[config.mk]
export PLATFORM = sky130hd
export DESIGN_NAME = spm_fetch_arbiter
export DESIGN_NICKNAME = d
export VERILOG_FILES = /design/src/rtl/spm_fetch_arbiter.sv
export SDC_FILE = /design/constraint.sdc
export NUM_CORES = 1
export LEC_CHECK = 0
export BUFFER_PORTS_ARGS = -buffer_cell sky130_fd_sc_hd__buf_2
export CAP_MARGIN = 40
export CORE_MARGIN = 2
export CORE_UTILIZATION = 56
export DETAILED_ROUTE_END_ITERATION = 12
export PLACE_DENSITY = 0.9
export SYNTH_ARGS = -nofsm -noshare
export SYNTH_HDL_FRONTEND = slang
export SYNTH_SLANG_ARGS = --single-unit
[constraint.sdc]
create_clock -name clk -period 9.1 [get_ports clk]
set_input_delay 2.275 -clock clk [delete_from_list [all_inputs] [get_ports clk]]
set_output_delay 2.275 -clock clk [all_outputs]
set_load 0.03 [all_outputs]
[src/rtl/spm_fetch_arbiter.sv]
// Round-robin fetch arbiter sharing one sparse-matrix read port among NUM_CH channels.
// Tracks fixed-latency returns so each channel sees data only on its own return cycle.
module spm_fetch_arbiter #(
    parameter int DATA_W  = 32,
    parameter int NUM_CH  = 4,
    parameter int ADDR_W  = 16,
    parameter int MEM_LAT = 2
) (
    input  logic                     clk,
    input  logic                     reset,
    input  logic                     spmv_init,
    input  logic                     start,
    input  logic [NUM_CH*ADDR_W-1:0] ch_base_addr,
    input  logic [NUM_CH*ADDR_W-1:0] ch_nnz,
    input  logic [NUM_CH-1:0]        ch_hold,
    output logic                     mem_rd_en,
    output logic [ADDR_W-1:0]        mem_rd_addr,
    input  logic [3*DATA_W-1:0]      mem_rd_data,
    output logic [DATA_W-1:0]        spm_val,
    output logic [DATA_W-1:0]        spm_col_idx,
    output logic [DATA_W-1:0]        spm_row_len,
    output logic [NUM_CH-1:0]        spm_fetch_stall,
    output logic [NUM_CH-1:0]        spm_fetch_done,
    output logic                     busy,
    output logic                     all_done
);

    localparam int CH_W  = (NUM_CH > 1) ? $clog2(NUM_CH) : 1;
    localparam int OUT_W = $clog2(MEM_LAT + 2);

    typedef enum logic [1:0] {IDLE, RUN, DRAIN, DONE} state_t;

    state_t              state, state_nxt;
    logic [ADDR_W-1:0]   ptr   [NUM_CH];
    logic [ADDR_W-1:0]   rem   [NUM_CH];
    logic [OUT_W-1:0]    outst [NUM_CH];
    logic [CH_W-1:0]     rr_last;
    logic [MEM_LAT-1:0]  tag_v;
    logic [CH_W-1:0]     tag_ch [MEM_LAT];

    logic                any_rem;
    logic [NUM_CH-1:0]   eligible;
    logic                issue;
    logic [CH_W-1:0]     grant;
    logic                ret_v;
    logic [CH_W-1:0]     ret_ch;
    logic                pipe_empty;

    assign ret_v  = tag_v[MEM_LAT-1];
    assign ret_ch = tag_ch[MEM_LAT-1];

    // Search downward so the channel nearest rr_last+1 is the last (winning) assignment.
    always_comb begin : arb
        logic [CH_W-1:0] idx;
        logic            found;
        idx      = '0;
        found    = 1'b0;
        grant    = '0;
        any_rem  = 1'b0;
        eligible = '0;
        for (int unsigned c = 0; c < NUM_CH; c++) begin
            if (rem[c] != '0) any_rem = 1'b1;
            eligible[c] = (rem[c] != '0) && !ch_hold[c];
        end
        for (int unsigned k = NUM_CH; k >= 1; k--) begin
            idx = CH_W'((32'(rr_last) + k) % NUM_CH);
            if (eligible[idx]) begin
                found = 1'b1;
                grant = idx;
            end
        end
        issue       = (state == RUN) && found;
        mem_rd_en   = issue;
        mem_rd_addr = issue ? ptr[grant] : '0;
    end

    // The tag in the last stage returns this cycle, so only upstream stages hold DRAIN.
    always_comb begin
        pipe_empty = 1'b1;
        for (int unsigned s = 0; s + 1 < MEM_LAT; s++) begin
            if (tag_v[s]) pipe_empty = 1'b0;
        end
    end

    always_comb begin
        state_nxt = state;
        case (state)
            IDLE:    if (start) state_nxt = RUN;
            RUN:     if (!any_rem) state_nxt = DRAIN;
            DRAIN:   if (pipe_empty) state_nxt = DONE;
            DONE:    if (start) state_nxt = RUN;
            default: state_nxt = IDLE;
        endcase
        if (spmv_init) state_nxt = IDLE;
    end

    always_comb begin
        spm_fetch_stall = '1;
        spm_val         = '0;
        spm_col_idx     = '0;
        spm_row_len     = '0;
        if (ret_v) begin
            spm_fetch_stall[ret_ch] = 1'b0;
            spm_val                 = mem_rd_data[DATA_W-1:0];
            spm_col_idx             = mem_rd_data[2*DATA_W-1:DATA_W];
            spm_row_len             = mem_rd_data[3*DATA_W-1:2*DATA_W];
        end
        for (int unsigned c = 0; c < NUM_CH; c++) begin
            spm_fetch_done[c] = (state != IDLE) && (rem[c] == '0) && (outst[c] == '0);
        end
        busy     = (state == RUN) || (state == DRAIN);
        all_done = (state == DONE);
    end

    always_ff @(posedge clk or posedge reset) begin
        if (reset) begin
            state   <= IDLE;
            rr_last <= CH_W'(NUM_CH - 1);
            tag_v   <= '0;
            for (int unsigned c = 0; c < NUM_CH; c++) begin
                ptr[c]   <= '0;
                rem[c]   <= '0;
                outst[c] <= '0;
            end
            for (int unsigned s = 0; s < MEM_LAT; s++) tag_ch[s] <= '0;
        end else if (spmv_init) begin
            state   <= IDLE;
            rr_last <= CH_W'(NUM_CH - 1);
            tag_v   <= '0;
            for (int unsigned c = 0; c < NUM_CH; c++) begin
                ptr[c]   <= '0;
                rem[c]   <= '0;
                outst[c] <= '0;
            end
            for (int unsigned s = 0; s < MEM_LAT; s++) tag_ch[s] <= '0;
        end else begin
            state     <= state_nxt;
            tag_v[0]  <= issue;
            tag_ch[0] <= grant;
            for (int unsigned s = 1; s < MEM_LAT; s++) begin
                tag_v[s]  <= tag_v[s-1];
                tag_ch[s] <= tag_ch[s-1];
            end
            if (((state == IDLE) || (state == DONE)) && start) begin
                for (int unsigned c = 0; c < NUM_CH; c++) begin
                    ptr[c] <= ch_base_addr[c*ADDR_W +: ADDR_W];
                    rem[c] <= ch_nnz[c*ADDR_W +: ADDR_W];
                end
            end
            if (issue) begin
                ptr[grant] <= ptr[grant] + ADDR_W'(1);
                rem[grant] <= rem[grant] - ADDR_W'(1);
                rr_last    <= grant;
            end
            for (int unsigned c = 0; c < NUM_CH; c++) begin
                if ((issue && (grant == CH_W'(c))) && !(ret_v && (ret_ch == CH_W'(c))))
                    outst[c] <= outst[c] + OUT_W'(1);
                else if (!(issue && (grant == CH_W'(c))) && (ret_v && (ret_ch == CH_W'(c))))
                    outst[c] <= outst[c] - OUT_W'(1);
            end
        end
    end

endmodule

==> out/results.ini <==
[sta]
setup_viol=0
timing.final.ws_setup_ns=1.687
slew_headroom=0.3322
hold_viol_final=0
fmax_ghz=0.1349
slew_viol_final=0
tns_ns=0
rsz0062_at_grt=no
fin_crit_ns=7.413
fin_crit_sh=0.8146
worst_slew_pin_slew_ns=1.002
final.setup_skew_ns=0.01204

[worst_setup_path]
reg2reg_slack_ns=3.84
path_max_fanout=10
required_ns=6.83
worst-r2r-cell-count=13
end_kind=output pin
reg2reg_from=rem[43]$_DFF_PP0_
arrival_ns=5.14
critPathLaunchType=primary input
r2r-end=ptr[58]$_DFF_PP0_
crit_type=primary input to output pin

[power_and_ir_drop]
combPwrFrac=0.609
p_sw_frac=0.5352
p_per_area_nw_per_um2=357.3
power.switching_mw=2.580
clockPowerShare=0.156
intPower_mw=2.240
irDropWorstVdd_uv=199.7
seq_power_share=0.236
leakage_nw=6.331

[global_routing]
grt_usage=0.4923
grt_pass1_vias=11686
grt_start_max_net_pins=86
antenna_found_initial=2
grt_pass1_wl_microns=73840
overflow=0

[floorplan]
die_h_microns=143.5
row_count=51
dieWidth_microns=143.5
start_util=0.5656
ios=355
design.core.area_sq_um=19270
die_area_sq_um=20600

[placement]
dp_hpwl_microns=38370
gp_congestion=1.096
io_buffers=354
dp_slack_ns=1.850

[clock_network]
clkTransAtPathRegs_ns=0.07
clockRootBuffer=clkbuf_16
postCtsHoldBufs=0
cts.sinks=146
htreeDepth=4
clockBufferDepth=2
cts-buffers-inserted=17
ctsResizeCount=0
cts_tree=done
cts_setup_buffers=0
clk_latency_ns=0.44

[outcome]
status=finished, final reports clean

[synthesis]
syn_nets=1582
ys_seq_area_frac=0.3354
syn_area_per_cell_sq_um=8.116
synth_area_leader_cell=dfrtp_1
syn-instance-count=1343
synth_edf_count=0
yosys-top-cells-area=dfrtp_1 (33%), nand2_1 (9.5%), and2_1 (5.9%)
synth-seq-cells=146
synth.distinct_cells=86
ys.flop_type=dfrtp_1
synth_area_sq_um=10900
post-synth-top-area-fraction=0.3306
async_flop_share=1.000
yosys_warnings=0

[finish]
syn_to_final_growth_pct=23.75
layout.nets=1867
final_common_cell=buf_2
final_layout_size_suffix_gt1_frac=0.3211
final_cell_mix=buf_2 (353), nand2_1 (273), dfrtp_1 (143), nor2_1 (104), and2_1 (101)

[min_path]
min_path_cells=1
hold-path-endpoint=ret_ch[1]$_DFF_PP0_
hold_path.class=register to register
worstHoldStart=tag_ch[3]$_DFF_PP0_

[routing]
antenna_left=0
drc=0
drt_iter0_markers=1889
via_per_inst=6.694
drt-total-wl_microns=51600
wire_per_inst_microns=27.05
drt-pass1-iter-count=6
vias=12773

[run]
drv_cap=0

stage by stage:
stage                     total power, mW    util  instances  instance area, sq um  hold WS [ns]
final                               4.820  0.7000       1908                 13490        0.4725
after global routing                4.981  0.6997       1906                 13480        0.4910
after CTS                           4.664  0.6997       1906                 13480        0.4755
after detailed placement            3.901  0.6682       1874                 12880        0.4523
after global placement              3.827  0.6600       1868                 12720        0.4531
after floorplan                     3.006       -       1343                 10900        0.4385
flip-flops by register name, summed over array words and instances (netlist names):
register  cells
ptr          64
rem          64
outst         8
ret_ch        2
rr_last       2
state         2
tag_ch        2
tag_v         2
power by group through the flow:
| stage | logic [mW] | clock network [mW] | registers (mW) |
|---|---|---|---|
| 2_1_floorplan | 2.00 | 0 | 1.01 |
| 3_3_place_gp | 2.70 | 0 | 1.13 |
| 3_5_place_dp | 2.78 | 0 | 1.12 |
| 4_1_cts | 2.81 | 0.744 | 1.11 |
| 5_1_grt | 3.07 | 0.771 | 1.14 |
| 6_report | 2.94 | 0.750 | 1.14 |
critical path, stage by stage:
cell      delay, ns
buf_2          0.14
or2_1          0.23
a41oi_1        0.31
o22ai_2        0.22
a211oi_1       0.82
mux2i_1        0.74
and2_1         0.21
buf_2          0.19
synth_stat cells (17+ instances only):
master      n
and2_1    102
o21ai_0    28
inv_1      21
clkbuf_1   93
a31o_2     47
o211a_1    17
a31oi_1    25
and3_1     41
mux2i_1    19
nand2_1   275
xnor2_1    22
nor2_1    106
nand4_1    19
dfrtp_1   144
a21oi_1    52
a211oi_1   70
a311oi_1   20
logic make-up (layout without fill, tap and decap cells):
family | count (synthesis) | after routing | synth area share
simple gates | 665 | 665 | 0.3208
compound gates | 330 | 330 | 0.2339
flops | 146 | 146 | 0.3354
fa+ha+maj | 7 | 7 | 0.008035
buf+inv | 139 | 437 | 0.05372
other cells | 0 | 2 | 0
mux | 23 | 23 | 0.02158
xor+xnor | 33 | 33 | 0.02651
layer usage:
metal  global-route usage  part of all wire  up-vias
li1                     -                 -     5424
met1               0.5943              0.35     6021
met2               0.7045              0.42     1052
met3               0.2029              0.15      274
met4               0.3596             0.086        2
met5                    0           0.00025        -
area by class of cell:
type                       count  area (sq um)
multi-input combinational   1058          6699
fill                        1576          5782
sequential                   146          3657
timing repair buffer         382          2097
clock buffer                  18         429.2
tap                          265         331.6
clock inverter                14         178.9
inverter                      23         91.34
antenna                        2         5.005
how the worst max path moves through the flow:
stage                       to       start  cells after the start  slack, ns
2_1_floorplan   mem_rd_addr[7]  ch_hold[3]                      7       2.53
3_3_place_gp   mem_rd_addr[14]  ch_hold[2]                      7       1.86
3_5_place_dp   mem_rd_addr[14]  ch_hold[2]                      8       1.85
4_1_cts        mem_rd_addr[14]  ch_hold[2]                      8       1.80
5_1_grt        mem_rd_addr[14]  ch_hold[2]                      8       1.63
6_report       mem_rd_addr[14]  ch_hold[2]                      8       1.69
Note: power is estimated with default switching activity, not from simulation.
